<file path="config.mk">
export PLATFORM = sky130hd
export DESIGN_NAME = pwm_frame_sequencer_flat
export DESIGN_NICKNAME = d
export VERILOG_FILES = /design/src/rtl/pwm_frame_sequencer_if.sv /design/src/rtl/pwm_frame_sequencer.sv /design/src/flat_wrapper.sv
export SDC_FILE = /design/constraint.sdc
export NUM_CORES = 1
export LEC_CHECK = 0
export CAP_MARGIN = 20
export CORE_AREA = 2 2 172 174
export CTS_CLUSTER_DIAMETER = 80
export DETAILED_ROUTE_END_ITERATION = 10
export DIE_AREA = 0 0 174 176
export PLACE_DENSITY = 0.47
export SYNTH_ARGS = -nofsm -noshare
export SYNTH_HDL_FRONTEND = slang
export SYNTH_SLANG_ARGS = --single-unit
</file>
<file path="constraint.sdc">
create_clock -name clkCore -period 7.12 [get_ports clkCore]
set_input_delay 0.712 -clock clkCore [delete_from_list [all_inputs] [get_ports clkCore]]
set_output_delay 0.712 -clock clkCore [all_outputs]
set_load 0.1 [all_outputs]
</file>
<file path="src/rtl/pwm_frame_sequencer_if.sv">
// Control, table-write and frame-output bundle between the PWM frame sequencer
// and its controller / downstream PWM generator.
interface pwm_frame_sequencer_if #(
  parameter int W  = 7,
  parameter int AW = 3,
  parameter int FW = 16
);
  logic [FW-1:0] frame_len;
  logic [AW-1:0] last_idx;
  logic          loop;
  logic          start;
  logic          stop;
  logic          wr_en;
  logic [AW-1:0] wr_addr;
  logic [W-1:0]  wr_A;
  logic [W-1:0]  wr_B;
  logic [W-1:0]  A_val;
  logic [W-1:0]  B_val;
  logic          clkZ;
  logic          en;
  logic          busy;
  logic [AW-1:0] idx;
  logic          done;

  modport master (
    output frame_len, last_idx, loop, start, stop, wr_en, wr_addr, wr_A, wr_B,
    input  A_val, B_val, clkZ, en, busy, idx, done
  );

  modport slave (
    input  frame_len, last_idx, loop, start, stop, wr_en, wr_addr, wr_A, wr_B,
    output A_val, B_val, clkZ, en, busy, idx, done
  );
endinterface

</file>
<file path="src/rtl/pwm_frame_sequencer.sv">
// Frame-rate A/B parameter source: steps through an 8-entry table, one entry per
// frame, and emits the clkZ reload strobe and en for the PWM generator.
module pwm_frame_sequencer #(
  parameter int W     = 7,
  parameter int DEPTH = 8,
  parameter int FW    = 16
) (
  input  logic                 clkCore,
  input  logic                 reset,
  pwm_frame_sequencer_if.slave bus
);
  localparam int AW = $clog2(DEPTH);

  typedef enum logic {IDLE, RUN} state_t;

  state_t        state;
  logic [W-1:0]  tab_a [DEPTH];
  logic [W-1:0]  tab_b [DEPTH];
  logic [FW-1:0] fc;
  logic [FW-1:0] len_s;
  logic [AW-1:0] last_s;
  logic          loop_s;
  logic          stop_pend;
  logic [W-1:0]  a_r, b_r;
  logic [AW-1:0] idx_r, nxt_idx;
  logic          clkz_r, en_r, done_r;

  always_comb begin
    nxt_idx = (idx_r == last_s) ? '0 : idx_r + 1'b1;
  end

  always_ff @(posedge clkCore or posedge reset) begin
    if (reset) begin
      state     <= IDLE;
      fc        <= '0;
      len_s     <= '0;
      last_s    <= '0;
      loop_s    <= 1'b0;
      stop_pend <= 1'b0;
      a_r       <= '0;
      b_r       <= '0;
      idx_r     <= '0;
      clkz_r    <= 1'b0;
      en_r      <= 1'b0;
      done_r    <= 1'b0;
      for (int unsigned i = 0; i < DEPTH; i++) begin
        tab_a[i] <= '0;
        tab_b[i] <= '0;
      end
    end else begin
      done_r <= 1'b0;
      // Loads below read the pre-write contents, so a same-cycle write lands next pass.
      if (bus.wr_en) begin
        tab_a[bus.wr_addr] <= bus.wr_A;
        tab_b[bus.wr_addr] <= bus.wr_B;
      end
      case (state)
        IDLE: begin
          if (bus.start && !bus.stop) begin
            state     <= RUN;
            len_s     <= bus.frame_len;
            last_s    <= bus.last_idx;
            loop_s    <= bus.loop;
            stop_pend <= 1'b0;
            fc        <= '0;
            idx_r     <= '0;
            a_r       <= tab_a[0];
            b_r       <= tab_b[0];
            clkz_r    <= 1'b1;
            en_r      <= 1'b1;
          end
        end
        RUN: begin
          if (fc == len_s) begin
            fc <= '0;
            if (stop_pend || bus.stop || (idx_r == last_s && !loop_s)) begin
              state     <= IDLE;
              stop_pend <= 1'b0;
              clkz_r    <= 1'b0;
              en_r      <= 1'b0;
              done_r    <= 1'b1;
            end else begin
              idx_r  <= nxt_idx;
              a_r    <= tab_a[nxt_idx];
              b_r    <= tab_b[nxt_idx];
              clkz_r <= 1'b1;
            end
          end else begin
            fc     <= fc + 1'b1;
            clkz_r <= 1'b0;
            if (bus.stop) stop_pend <= 1'b1;
          end
        end
        default: state <= IDLE;
      endcase
    end
  end

  assign bus.A_val = a_r;
  assign bus.B_val = b_r;
  assign bus.idx   = idx_r;
  assign bus.clkZ  = clkz_r;
  assign bus.en    = en_r;
  assign bus.busy  = en_r;
  assign bus.done  = done_r;
endmodule

</file>
<file path="src/flat_wrapper.sv">
// flat-port wrapper written by rule: the top's interface ports become plain ports
module pwm_frame_sequencer_flat 
#(
  parameter int W     = 7,
  parameter int DEPTH = 8,
  parameter int FW    = 16
)
  (clkCore, reset, bus_frame_len, bus_last_idx, bus_loop, bus_start, bus_stop, bus_wr_en, bus_wr_addr, bus_wr_A, bus_wr_B, bus_A_val, bus_B_val, bus_clkZ, bus_en, bus_busy, bus_idx, bus_done);
  pwm_frame_sequencer_if #(.W(W), .FW(FW)) bus_i ();
  input  logic clkCore;
  input  logic reset;
  input wire logic [$bits(bus_i.frame_len)-1:0] bus_frame_len;
  input wire logic [$bits(bus_i.last_idx)-1:0] bus_last_idx;
  input wire logic [$bits(bus_i.loop)-1:0] bus_loop;
  input wire logic [$bits(bus_i.start)-1:0] bus_start;
  input wire logic [$bits(bus_i.stop)-1:0] bus_stop;
  input wire logic [$bits(bus_i.wr_en)-1:0] bus_wr_en;
  input wire logic [$bits(bus_i.wr_addr)-1:0] bus_wr_addr;
  input wire logic [$bits(bus_i.wr_A)-1:0] bus_wr_A;
  input wire logic [$bits(bus_i.wr_B)-1:0] bus_wr_B;
  output wire logic [$bits(bus_i.A_val)-1:0] bus_A_val;
  output wire logic [$bits(bus_i.B_val)-1:0] bus_B_val;
  output wire logic [$bits(bus_i.clkZ)-1:0] bus_clkZ;
  output wire logic [$bits(bus_i.en)-1:0] bus_en;
  output wire logic [$bits(bus_i.busy)-1:0] bus_busy;
  output wire logic [$bits(bus_i.idx)-1:0] bus_idx;
  output wire logic [$bits(bus_i.done)-1:0] bus_done;
  assign bus_i.frame_len = bus_frame_len;
  assign bus_i.last_idx = bus_last_idx;
  assign bus_i.loop = bus_loop;
  assign bus_i.start = bus_start;
  assign bus_i.stop = bus_stop;
  assign bus_i.wr_en = bus_wr_en;
  assign bus_i.wr_addr = bus_wr_addr;
  assign bus_i.wr_A = bus_wr_A;
  assign bus_i.wr_B = bus_wr_B;
  assign bus_A_val = bus_i.A_val;
  assign bus_B_val = bus_i.B_val;
  assign bus_clkZ = bus_i.clkZ;
  assign bus_en = bus_i.en;
  assign bus_busy = bus_i.busy;
  assign bus_idx = bus_i.idx;
  assign bus_done = bus_i.done;
  pwm_frame_sequencer #(.W(W), .DEPTH(DEPTH), .FW(FW)) u_core (.clkCore(clkCore), .reset(reset), .bus(bus_i));
endmodule
</file>
# After elaboration in Yosys (flattened, before gate mapping)
# Cells that the tools add are included.
[totals]
ff_bits = 170
in_bits = 42
output_inout_bits = 21
[op_classes]
n_addsub = 2
order_cmp = 3
n_eq_ne = 8
n_mux = 43
n_bitwise = 3
n_reduce_logical = 11
[op_table]
columns = ["cell", "count"]
rows = [
  ["$bwmux W56", 2],
  ["$mux W7", 11],
  ["$bmux W7 S3", 2],
  ["$mux W16", 2],
  ["$pmux W16 S2", 1],
  ["$pmux W7 S2", 2],
  ["$demux W7 S3", 1],
  ["$add A16 B1 Y16 const B", 1],
  ["$eq A16 B16 Y1", 1],
  ["$mux W1", 13],
  ["$mux W3", 4],
  ["$reduce_and A3 Y1", 3],
  ["$ge A4 B4 Y1 const B", 2],
  ["$not A3 Y4", 2],
  ["$pmux W1 S2", 4],
  ["$ne A2 B2 Y1 const B", 3],
  ["$ne A3 B3 Y1 const B", 2],
  ["$pmux W3 S2", 1],
  ["$lt A4 B1 Y1 const B", 1],
  ["$add A3 B1 Y3 const B", 1],
  ["$eq A3 B3 Y1", 1],
  ["$logic_and A1 B1 Y1", 3],
  ["$logic_not A1 Y1", 2],
  ["$logic_or A1 B1 Y1", 2],
  ["other kinds (3)", 3],
]

# Depth between registers and ports, before layout
# Gate-level depths: netlist of run 1.
[logic_depth]
ltp_word = 9
mapped_depth = 8
depth_no_buf = 6

# Worst setup path after synthesis of run 1
# OpenSTA, ideal clock, no wires.
[synth_path]
path_type = "register to register"
from = "register u_core.idx_r[1], in the netlist u_core.bus.idx[1]"
to = "register u_core.b_r[5], in the netlist u_core.bus.B_val[5]"
setup_time_ps = 131
arrival_ps = 2407
required_ps = 6989
setup_slack_ps = 4582
path_stages_with_launch = 7
n_path_buf = 1
path_cell_list = "dfrtp_1 ha_1 xnor2_1 clkbuf_1 mux4_2 o221ai_1 a31oi_1"
[synth_between]
elab_chain_cells = 9
[synth_lines]
columns = ["element", "line_no", "rtl"]
rows = [
  ["start: declaration", "pwm_frame_sequencer.sv:25", "logic [AW-1:0] idx_r, nxt_idx;"],
  ["start signal: assignment", "pwm_frame_sequencer.sv:83", "idx_r <= nxt_idx;"],
  ["$add A3 B1 Y3 / $eq A3 B3 Y1 (equally long branches)", "pwm_frame_sequencer.sv:29, pwm_frame_sequencer.sv:76", ""],
  ["$mux W3", "pwm_frame_sequencer.sv:29", "nxt_idx = (idx_r == last_s) ? '0 : idx_r + 1'b1;"],
  ["$not A3 Y4 (implied by the code)", "pwm_frame_sequencer.sv:85", "b_r <= tab_b[nxt_idx];"],
  ["$bmux W7 S3", "pwm_frame_sequencer.sv:85", ""],
  ["$mux W7 (implied by the code) (2 in a row)", "pwm_frame_sequencer.sv:85", ""],
  ["$mux W7", "pwm_frame_sequencer.sv:76", "if (stop_pend || bus.stop || (idx_r == last_s && !loop_s)) begin"],
  ["$mux W7", "pwm_frame_sequencer.sv:74", "if (fc == len_s) begin"],
  ["$pmux W7 S2", "pwm_frame_sequencer.sv:57", "case (state)"],
  ["end signal: assignment", "pwm_frame_sequencer.sv:68", "b_r <= tab_b[0];"],
  ["end signal: assignment", "pwm_frame_sequencer.sv:85", ""],
  ["end: declaration", "pwm_frame_sequencer.sv:24", "logic [W-1:0] a_r, b_r;"],
]
# Parallel ways exist; a longest one is shown, timed or not. The select of a mux whose other input is x is not followed.
# A chain may end at the register's enable or synchronous reset.

# Worst setup path in the final report of run 1
[layout_path]
from = "register u_core.idx_r[0], in the netlist u_core.bus.idx[0]"
to = "output bus_idx[0]"
[layout_rtl]
columns = ["element", "line_no", "rtl"]
rows = [
  ["end: declaration", "flat_wrapper.sv:26", "output wire logic [$bits(bus_i.idx)-1:0] bus_idx;"],
]
# No word-level cell between the ends.

==> flow_summary.ini, run 1 <==
[status]
status = finished clean

[setup_path]
path_class = reg -> out
cp-endpoint = bus_idx[0]
regToRegSetupSlack_ps = 4220
cp.required_ps = 6410
start_kind = flop
cp_data_arrival_time_ps = 2330
r2r_cells = 5
reg2reg_to = u_core.bus.B_val[0]
cp_max_fo = 21
crit_start = u_core.bus.idx[0]
cp-end-kind = output pin
r2r-start = u_core.fc[3]

[floorplan]
die_h_um = 176
fp.dieW_um = 174
core_area_um2 = 28550
pin_count = 63
die_area_um2 = 30620
start_util = 0.2793
rows = 62

[yosys]
synth_area_um2 = 7974
synth_cells = 666
synth_seq_area_share = 0.5335
postSynthRegisterBits = 170
synthDistinctLibCells = 45
yosys-top-cells-area = dfrtp_1 (53%), mux2_2 (16%), nand2_1 (4.6%)
yosys_warnings = 0
syn_avg_cell_area_um2 = 11.97
synth.largest_area_cell = dfrtp_1
synthArstFlopShare = 1.000
synth_top_area_share = 0.5335
synthFlopType = dfrtp_1
synth_edf_count = 0
syn_nets = 710

[power]
switching_share = 0.2802
p_sw_uw = 706.5
ir_drop_uv = 178.3
pwr-share-clk = 0.381
internal_power_uw = 1815
share_comb_of_total_power = 0.146
leakage_uw = 0.003927
power_frac_seq = 0.474
powerDensity_nw_per_um2 = 261.5

[cts]
cts.sinks = 170
cts-root-buf = clkbuf_16
cts_max_level = 4
cts_resized = 0
clk_pin_slew_worst_paths_ps = 80
cts_hold_buffers = 0
numCtsBuffers = 17
post_cts_buffers = 0
clock_path_buffers = 2
cts_tree = yes
clock_latency_ps = 440

[placed_design]
dpl.hpwl_um = 13770
dpl-instance-area_um2 = 9030
dp_slack_ps = 4028
port_buffers = 62
dp.cells = 1082
gp_congestion = 0.7450

[cells_and_area]
drive_above_1_share = 0.2408
syn_to_final_growth_pct = 20.90
fin_area_um2 = 9641
antenna-diode-count = 0
final_cells = 1115
final_nets = 762

[sta]
relSlewSlack = 0.2920
fin_setup_tns_ps = 0
final_max_slew_viol_count = 0
skew_ps = 13.08
setup_viol = 0
setup_ws_ps = 4075
period_share = 0.4276
max_freq_mhz = 328.4
rsz0062_at_grt = no
fin_crit_ps = 3045
tightestPinTransition_ps = 1059
finalHoldViolCount = 0

[routing]
wl_met1_um = 10980
antenna_left = 0
top_layer = met4
drc = 0
firstDrtPassIters = 5
dr_wl_met3_um = 764
routed_via_density = 4.917
drt-total-wl_um = 21690
wl_met2_um = 9767
drt_iter0_markers = 344
detail_route.wl_per_cell_um = 19.45
vias = 5483

[min_path]
holdPathStages = 1
hold_path.class = reg -> reg

[job]
drv_cap = 0

[grt]
gr-usage-all-layers = 0.1482
grt_max_degree = 95
grt_antenna_before_repair = 0
grt_pass1_vias = 5534
grt_pass1_wl_um = 34660
overflow = 0
[cell type report]
type	instances	area, um^2
Sequential cell	170	4254
Timing Repair Buffer	73	719.4
Multi-Input combinational cell	445	3541
Tap cell	384	480.5
Fill cell	2917	18910
Inverter	11	46.29
Clock buffer	17	425.4
Clock inverter	15	173.9
[worst min path at each step]
stage                                   to              from  slack (ps)
after floorplan            u_core.len_s[0]   u_core.len_s[0]         470
after global placement    u_core.tab_a[11]  u_core.tab_a[11]         480
after detailed placement  u_core.tab_a[30]  u_core.tab_a[30]         490
after CTS                 u_core.tab_a[41]  u_core.tab_a[41]         500
after global routing      u_core.tab_a[41]  u_core.tab_a[41]         510
final                      u_core.bus.clkZ   u_core.bus.clkZ         500
[cell usage after synthesis, types with 2 or more instances]
master and number:
nand2_1 97, buf_2 14, clkbuf_1 19, a21o_1 3, and3_1 2, xnor2_1 5
and2_1 2, a31oi_1 43, xor2_1 20, nor2b_1 14, a211oi_1 15, nor3_1 5
o221ai_1 14, nand4_1 4, nand4b_1 3, nor3b_2 2, buf_4 7, a22o_1 4
o21ai_0 9, nor4_1 6, nand2b_1 4, nand3_1 35, inv_1 9, mux4_2 10
nor2_1 5, mux4_1 4, ha_1 2, o22ai_1 2, mux2i_1 5, dfrtp_1 170
a21oi_1 7, mux2_2 112
[stage by stage]
step | hold slack (ps) | util | power [uW]
4_1_cts | 503.3 | 0.3373 | 2551
6_report | 495.7 | 0.3377 | 2521
3_3_place_gp | 479.5 | 0.3156 | 1576
5_1_grt | 507.0 | 0.3377 | 2634
2_1_floorplan | 465.5 | - | 1459
3_5_place_dp | 486.0 | 0.3163 | 1584
[routing by layer]
metal  GRT usage  vias up
li1            -     2548
met3     0.03101       11
met5           0        -
met1      0.2152     2816
met4     0.03957        0
met2      0.2244      108
[logic make-up after synthesis]
family / Yosys count / synth area share
AO/OA/AOI/OAI: 103 / 0.08850
XOR/XNOR: 27 / 0.03154
adder cells (fa/ha/maj): 2 / 0.003138
buffers and inverters: 51 / 0.02950
flip-flops: 170 / 0.5335
multiplexers: 131 / 0.2059
AND/OR/NAND/NOR: 182 / 0.1080
[cells in the final DEF, fill, tap and decap left out, types with 5 or more instances in the layout]
cell / instances
a21oi_1: 7
nor2b_1: 14
inv_1: 8
nand2_1: 97
o21ai_0: 9
a31oi_1: 43
nand3_1: 35
o221ai_1: 14
buf_4: 9
mux2i_1: 5
mux4_2: 10
a211oi_1: 15
clkdlybuf4s50_1: 62
clkbuf_16: 17
nor4_1: 6
dfrtp_1: 170
xor2_1: 20
mux2_2: 112
inv_6: 7
[worst max-delay path: stages, from the launching register on]
cell and delay (ps):
dfrtp_1 320, buf_4 320, clkdlybuf4s50_1 1250
[power groups by stage]
stage | Sequential (uW) | Clock, uW | Combinational, uW
after global routing | 1210 | 1020 | 398
after floorplan | 1220 | 0 | 240
after CTS | 1190 | 985 | 372
final | 1190 | 959 | 367
after detailed placement | 1210 | 0 | 371
after global placement | 1210 | 0 | 365
[flip-flops by register name, indices dropped and copies added (netlist names)]
register	flops
u_core.tab_b	56
u_core.last_s	3
u_core.bus.B_val	7
u_core.bus.clkZ	1
u_core.bus.idx	3
u_core.len_s	16
u_core.bus.A_val	7
u_core.bus.done	1
u_core.bus.busy	1
u_core.state	1
u_core.loop_s	1
u_core.stop_pend	1
u_core.tab_a	56
u_core.fc	16
Note: power is estimated with default switching activity, not from simulation.
==> run 2, diff against run 1 <==
clock period = 3.1 ns   (was 7.12 ns; I/O delays follow)
==> flow_summary.ini, run 2 (synthesized netlist as in run 1, its figures left out) <==
[status]
status = finished clean

[placed_design]
dp_slack_ps = 735.4
port_buffers = 62
gp_congestion = 0.7757
dpl.hpwl_um = 14150
dp.cells = 1102

[job]
drv_cap = 0

[floorplan]
die_h_um = 176
pin_count = 63
fp.dieW_um = 174
die_area_um2 = 30620
rows = 62
core_area_um2 = 28550
start_util = 0.2793

[cts]
clk_pin_slew_worst_paths_ps = 70
cts_resized = 0
cts_tree = yes
clock_path_buffers = 2
numCtsBuffers = 17
cts-root-buf = clkbuf_16
clock_latency_ps = 440
cts_hold_buffers = 0
cts_max_level = 4
cts.sinks = 170
post_cts_buffers = 0

[cells_and_area]
syn_to_final_growth_pct = 22.12
final_cells = 1134
final_nets = 781
largestRegisters = u_core.tab_a (56), u_core.tab_b (56)
final_cell_mix = dfrtp_1 (170), mux2_2 (112), nand2_1 (97), clkdlybuf4s50_1 (44), buf_4 (44)
antenna-diode-count = 0
num-fill-cells = 2963
drive_above_1_share = 0.2840
final_common_cell = dfrtp_1
final_core_util = 0.3411

[routing]
drt-total-wl_um = 21650
vias = 5468
drc = 0
drt_iter0_markers = 373
firstDrtPassIters = 4
routed_via_density = 4.822
antenna_left = 0
detail_route.wl_per_cell_um = 19.10

[power]
pwr-share-clk = 0.372
internal_power_uw = 4118
share_comb_of_total_power = 0.149
power_frac_seq = 0.479
ir_drop_uv = 356.2
p_sw_uw = 1607
power.total_uw = 5725
switching_share = 0.2808
powerDensity_nw_per_um2 = 587.9
leakage_uw = 0.004029

[grt]
grt_max_degree = 76
grt_antenna_before_repair = 0
gr-usage-all-layers = 0.1477
overflow = 0
grt_pass1_vias = 5528
grt_pass1_wl_um = 34420

[sta]
final_max_slew_viol_count = 0
fin_crit_ps = 2341
fin_setup_tns_ps = 0
skew_ps = 17.71
tightestPinTransition_ps = 962.8
max_freq_mhz = 427.1
period_share = 0.7553
relSlewSlack = 0.3561
finalHoldViolCount = 0
rsz0062_at_grt = no
setup_viol = 0
setup_ws_ps = 758.7

[setup_path]
cp_max_fo = 21
crit_path_max_incr_delay_ps = 490
cp.required_ps = 3400
start_kind = flop
path_class = reg -> reg
path_cells = xor2_1, nor4_1, and4_1, buf_4, nand2b_1, o21ai_0
cp_data_arrival_time_ps = 2640
cp-end-kind = flop
slowest_stage = nor4_1

[min_path]
hold_path.class = in -> async
## run 2: per-layer routing
layer	track usage	vias to the layer above	wire (um)
met5	0	-	0
met4	0.03992	0	190
met3	0.02649	14	1072
met2	0.2259	115	9806
met1	0.2153	2771	10580
li1	-	2568	-
## run 2: final timing paths
path | start | to | slack (ps) | depth (start not counted)
max in group asynchronous | reset | u_core.tab_b[36] | 2010 | 3
hold reg to reg | u_core.bus.clkZ | u_core.bus.clkZ | 490 | 1
hold / removal | reset | u_core.len_s[1] | 300 | 2
min in group clkCore | bus_frame_len[8] | u_core.len_s[8] | 410 | 3
setup / recovery | u_core.fc[0] | u_core.fc[3] | 760 | 6
setup reg to reg | u_core.fc[0] | u_core.fc[3] | 760 | 6
## run 2: stage by stage
step           cell area, um^2  hold slack [ps]
6_report                  9738            302.1
5_1_grt                   9738            332.8
4_1_cts                   9738            304.4
3_5_place_dp              9146            471.6
3_3_place_gp              9146            473.0
2_1_floorplan             7978            415.4
## run 2: final cells by class
class / instances / area, um^2 / share of cell area
Tap cell: 384 / 480.5 / 0.04934
Clock inverter: 14 / 152.6 / 0.01568
Inverter: 11 / 45.04 / 0.004625
Timing Repair Buffer: 92 / 850.8 / 0.08737
Clock buffer: 18 / 439.2 / 0.04510
Multi-Input combinational cell: 445 / 3516 / 0.3610
Sequential cell: 170 / 4254 / 0.4368
## run 2: power by group through the flow
stage	Combinational [uW]	Clock, uW	Sequential, uW
2_1_floorplan	552	0	2800
3_3_place_gp	848	0	2780
5_1_grt	926	2300	2780
3_5_place_dp	861	0	2790
4_1_cts	864	2200	2740
6_report	852	2130	2740
## run 2: worst max-delay path: cells and delay by family (launching register included)
family / cells / cell delay, ps
AO/OA/AOI/OAI: 1 / 140
XOR/XNOR: 1 / 170
buffers and inverters: 1 / 280
flip-flops: 1 / 450
AND/OR/NAND/NOR: 3 / 1170
